$ cat config.mk
export PLATFORM = sky130hd
export DESIGN_NAME = instr_fetch_unit
export DESIGN_NICKNAME = d
export VERILOG_FILES = /design/src/rtl/instr_fetch_unit.sv
export SDC_FILE = /design/constraint.sdc
export NUM_CORES = 1
export LEC_CHECK = 0
export CELL_PAD_IN_SITES_DETAIL_PLACEMENT = 2
export CELL_PAD_IN_SITES_GLOBAL_PLACEMENT = 2
export CORE_ASPECT_RATIO = 1.2
export CORE_MARGIN = 3
export CORE_UTILIZATION = 35
export DETAILED_ROUTE_END_ITERATION = 6
export PLACE_DENSITY = 0.87
export SYNTH_ARGS = -nofsm -noshare
export SYNTH_HDL_FRONTEND = slang
export SYNTH_SLANG_ARGS = --single-unit
$ cat constraint.sdc
create_clock -name clk -period 3.35 [get_ports clk]
set_clock_uncertainty 0.15 [all_clocks]
set_input_delay 0.8375 -clock clk [delete_from_list [all_inputs] [get_ports clk]]
set_output_delay 0.8375 -clock clk [all_outputs]
set_load 0.1 [all_outputs]
$ cat src/rtl/instr_fetch_unit.sv
// Instruction fetch unit: fetches 16-bit words, issues {opcode, operand} to the decode CU,
// resolves branches/jumps/returns with a small return stack and traps illegal or stack faults.
module instr_fetch_unit #(
  parameter int              ADDR_W      = 10,
  parameter logic [ADDR_W-1:0] RESET_PC  = '0,
  parameter int              STACK_DEPTH = 4
) (
  input  logic              clk,
  input  logic              rst,
  input  logic              start,
  output logic              imem_req,
  output logic [ADDR_W-1:0] imem_addr,
  input  logic              imem_ack,
  input  logic [15:0]       imem_rdata,
  output logic              issue_valid,
  input  logic              issue_ready,
  output logic [5:0]        opcode,
  output logic [9:0]        operand,
  input  logic [3:0]        flags,
  output logic [ADDR_W-1:0] pc,
  output logic              busy,
  output logic              fault,
  output logic [1:0]        fault_code
);

  localparam int SP_W = $clog2(STACK_DEPTH) + 1;

  localparam logic [5:0] OP_BRZ       = 6'd0;
  localparam logic [5:0] OP_BRN       = 6'd1;
  localparam logic [5:0] OP_BRC       = 6'd2;
  localparam logic [5:0] OP_BRO       = 6'd3;
  localparam logic [5:0] OP_BRA       = 6'd6;
  localparam logic [5:0] OP_JMP       = 6'd7;
  localparam logic [5:0] OP_RET       = 6'd8;
  localparam logic [5:0] OP_MAX_LEGAL = 6'd26;

  localparam logic [1:0] FC_NONE      = 2'b00;
  localparam logic [1:0] FC_ILLEGAL   = 2'b01;
  localparam logic [1:0] FC_OVERFLOW  = 2'b10;
  localparam logic [1:0] FC_UNDERFLOW = 2'b11;

  typedef enum logic [1:0] {S_IDLE, S_FETCH, S_ISSUE, S_FAULT} state_t;

  state_t            r_state, w_state_nx;
  logic [ADDR_W-1:0] r_pc, w_pc_nx, w_pc_inc, w_target, w_top;
  logic [SP_W-1:0]   r_sp, w_sp_dec;
  logic [5:0]        r_opcode;
  logic [9:0]        r_operand;
  logic [1:0]        r_fault_code, w_fault_code_nx;
  logic              w_push, w_pop, w_stack_full, w_stack_empty;
  logic [ADDR_W-1:0] r_stack [STACK_DEPTH];

  assign w_pc_inc      = r_pc + 1'b1;
  assign w_target      = r_operand[ADDR_W-1:0];
  assign w_sp_dec      = r_sp - 1'b1;
  assign w_top         = r_stack[w_sp_dec[SP_W-2:0]];
  assign w_stack_full  = (r_sp == SP_W'(STACK_DEPTH));
  assign w_stack_empty = (r_sp == '0);

  // NOTE: every signal gets a default before the case so no path leaves one unassigned,
  // which would otherwise infer a latch.
  always_comb begin
    w_state_nx      = r_state;
    w_pc_nx         = r_pc;
    w_fault_code_nx = r_fault_code;
    w_push          = 1'b0;
    w_pop           = 1'b0;
    unique case (r_state)
      S_IDLE: if (start) w_state_nx = S_FETCH;
      S_FETCH: begin
        if (imem_ack) begin
          if (imem_rdata[15:10] > OP_MAX_LEGAL) begin
            w_state_nx      = S_FAULT;
            w_fault_code_nx = FC_ILLEGAL;
          end else begin
            w_state_nx = S_ISSUE;
          end
        end
      end
      S_ISSUE: begin
        if (issue_ready) begin
          w_state_nx = S_FETCH;
          w_pc_nx    = w_pc_inc;
          case (r_opcode)
            OP_BRZ: if (flags[3]) w_pc_nx = w_target;
            OP_BRN: if (flags[2]) w_pc_nx = w_target;
            OP_BRC: if (flags[1]) w_pc_nx = w_target;
            OP_BRO: if (flags[0]) w_pc_nx = w_target;
            OP_BRA: w_pc_nx = w_target;
            OP_JMP: begin
              if (w_stack_full) begin
                w_pc_nx         = r_pc;
                w_state_nx      = S_FAULT;
                w_fault_code_nx = FC_OVERFLOW;
              end else begin
                w_push  = 1'b1;
                w_pc_nx = w_target;
              end
            end
            OP_RET: begin
              if (w_stack_empty) begin
                w_pc_nx         = r_pc;
                w_state_nx      = S_FAULT;
                w_fault_code_nx = FC_UNDERFLOW;
              end else begin
                w_pop   = 1'b1;
                w_pc_nx = w_top;
              end
            end
            default: ;
          endcase
        end
      end
      S_FAULT: ;
      default: w_state_nx = S_IDLE;
    endcase
  end

  // NOTE: state registers use non-blocking assignments so every flop samples pre-edge values.
  always_ff @(posedge clk or posedge rst) begin
    if (rst) begin
      r_state      <= S_IDLE;
      r_pc         <= RESET_PC;
      r_sp         <= '0;
      r_opcode     <= '0;
      r_operand    <= '0;
      r_fault_code <= FC_NONE;
    end else begin
      r_state      <= w_state_nx;
      r_pc         <= w_pc_nx;
      r_fault_code <= w_fault_code_nx;
      if (r_state == S_FETCH && imem_ack) begin
        r_opcode  <= imem_rdata[15:10];
        r_operand <= imem_rdata[9:0];
      end
      if (w_push)     r_sp <= r_sp + 1'b1;
      else if (w_pop) r_sp <= w_sp_dec;
    end
  end

  // NOTE: the stack array is not reset; sp alone defines which entries are valid.
  always_ff @(posedge clk) begin
    if (w_push) r_stack[r_sp[SP_W-2:0]] <= w_pc_inc;
  end

  assign imem_req    = (r_state == S_FETCH);
  assign imem_addr   = r_pc;
  assign issue_valid = (r_state == S_ISSUE);
  assign opcode      = r_opcode;
  assign operand     = r_operand;
  assign pc          = r_pc;
  assign busy        = (r_state == S_FETCH) || (r_state == S_ISSUE);
  assign fault       = (r_state == S_FAULT);
  assign fault_code  = r_fault_code;

endmodule

==> flow_metrics.tcl <==
set metrics [dict create \
    status "complete, no violations" \
    path_clk_slew_ps 60 \
    drc 0 \
    required_ps 3440 \
    grt_max_degree 34 \
    grt_overflow 0 \
    critPathKind "input pin to register" \
    synth_commonest_cells "edfxtp_1, dfrtp_1, mux2_2" \
    finalWeightedCongestion 0.787 \
    synth_seq_cells 73 \
    cts_resized 0 \
    clock_latency_ps 340 \
    critPathMaxFanout 11 \
    hold_class "register to register" \
    die_x_um 97.6 \
    drv_cap 0 \
    yosys_warnings 0 \
    area_delta_synth_final_pct 26.5 \
    syn_inst 261 \
    grt_pass1_vias 2853 \
    maxSlewHeadroom_pct 57.5 \
    yosysTopAreaCell "edfxtp_1" \
    viasPerCell 5.53 \
    ys_seq_area_share_pct 57.6 \
    track_usage_pct 20.1 \
    routed_wl_um 10900 \
    ios 67 \
    setup.worst_path.end_class "register" \
    period_share_pct 90.0 \
    synth_most_common_cell "edfxtp_1" \
    diodes 0 \
    core_mm2 0.00966 \
    hold_viol_final 0 \
    maxSlewViolCount 0 \
    rows 39 \
    clkSinkCount 73 \
    numCtsBuffers 9 \
    post_cts.repair.setup_buffers 0 \
    cts_tree "built" \
    cp.arrival_ps 3100 \
    start_util_pct 36.4 \
    fill_cells 970 \
    synth.top_cell.area_share_pct 34.1 \
    async_reset_ff_share_pct 45.2 \
    detail-route-antenna-nets 0 \
    cts_max_level 3 \
    drive_gt1_share_pct 28.8 \
    nets 360 \
    syn-num-nets 296 \
    antenna_found_initial 0 \
    wl_per_cell_um 24.0 \
    port_buffers 66 \
    synth.area.top_cells "edfxtp_1, dfrtp_1, mux4_2, mux2_2, ha_1" \
    cts-root-buf "clkbuf_16" \
    vias 2503 \
    first_pass_iters 4 \
    worstMarginPinSlew_ps 631 \
    drt_iter0_drc 173 \
    clk_path_buf_depth 2 \
    die_h_um 116 \
    die_area_mm2 0.0113 \
    yosysUniqueCellTypes 45 \
    synthesis.area_mm2 0.00352 \
    synth_ff_type "edfxtp_1" \
    max_freq_mhz 332 \
    final-setup-viol-count 0 \
    rsz0062_at_grt "false" \
    fin_tns_setup_ps 0 \
    syn_avg_cell_area_um2 13.5 \
    synth_edf_count 40 \
    postCtsHoldBufs 0 \
    start_kind "input pin" \
    finalCriticalPeriod_ps 3010 \
    dp_hpwl_um 7500 \
    grt_pass1_wl_um 17000 \
]
-- state kept, by name, summed over array words and instances (netlist names) --
signal / count
r_stack: 40
imem_addr: 10
operand: 10
opcode: 6
r_sp: 3
fault_code: 2
r_state: 2
-- stage by stage --
step           instance area, um^2  cells  hold WS (ps)  util, %  setup slack, ps
2_1_floorplan                 3520    261           310        -              462
3_3_place_gp                  4170    437           344     43.1              377
3_5_place_dp                  4170    437           378     43.1              101
4_1_cts                       4450    453           390     46.1              378
5_1_grt                       4450    453           415     46.1              116
6_report                      4450    453           392     46.1              335
-- placed cells by master (no fill, tap or decap), types with 11 or more instances in the layout --
cell type	count
buf_4	49
clkdlybuf4s50_1	24
dfrtp_1	33
edfxtp_1	40
mux2_2	17
mux4_2	11
nand2_1	16
o21ai_0	14
-- metal layers --
metal | wire [um] | part of all wire, % | global-route usage, %
met4 | 231 | 2.1 | 6.83
met2 | 6040 | 56 | 37.5
met1 | 4180 | 38 | 23.0
met3 | 403 | 3.7 | 4.21
met5 | 0 | 0 | 0
-- final cells by class --
cell class / instances / area, um^2 / share of cell area [%]
Clock buffer: 13 / 240 / 5.39
Clock inverter: 3 / 43.8 / 0.983
Inverter: 10 / 37.5 / 0.843
Multi-Input combinational cell: 158 / 1340 / 30.1
Sequential cell: 73 / 2030 / 45.5
Tap cell: 123 / 154 / 3.46
Timing Repair Buffer: 73 / 608 / 13.7
-- kinds of logic (layout without fill, tap and decap cells) --
| group | Yosys count | in the layout | share of synthesized area [%] |
|---|---|---|---|
| buffers and inverters | 30 | 99 | 4.44 |
| XOR/XNOR | 11 | 11 | 2.74 |
| adder cells (fa/ha/maj) | 10 | 10 | 3.55 |
| flip-flops | 73 | 73 | 57.6 |
| AO/OA/AOI/OAI | 49 | 49 | 9.81 |
| AND/OR/NAND/NOR | 58 | 58 | 8.85 |
| multiplexers | 30 | 30 | 13.0 |
-- worst max-delay path: stages --
cell and delay (ps):
clkdlybuf4s50_1 480, nand2_1 100, nor4_1 560, and2_1 630
o211ai_1 220, xnor2_1 260
-- path summary, 6_finish.rpt --
| check | from | endpoint | slack [ps] | depth (start not counted) |
|---|---|---|---|---|
| worst max-delay path | issue_ready | r_sp[2]$_DFFE_PP0P_ | 340 | 6 |
| worst min-delay path | operand[0]$_DFFE_PP0P_ | operand[0]$_DFFE_PP0P_ | 390 | 1 |
| worst max register to register | r_sp[1]$_DFFE_PP0P_ | r_sp[2]$_DFFE_PP0P_ | 470 | 7 |
| worst min register to register | operand[0]$_DFFE_PP0P_ | operand[0]$_DFFE_PP0P_ | 390 | 1 |
| max in group asynchronous | rst | imem_addr[7]$_DFFE_PP0P_ | 1950 | 3 |
| min in group asynchronous | rst | operand[2]$_DFFE_PP0P_ | 770 | 3 |
Power is left out: the tool's default activity adds up to more than one toggle a clock period on the data nets, which glitch-free logic cannot reach.
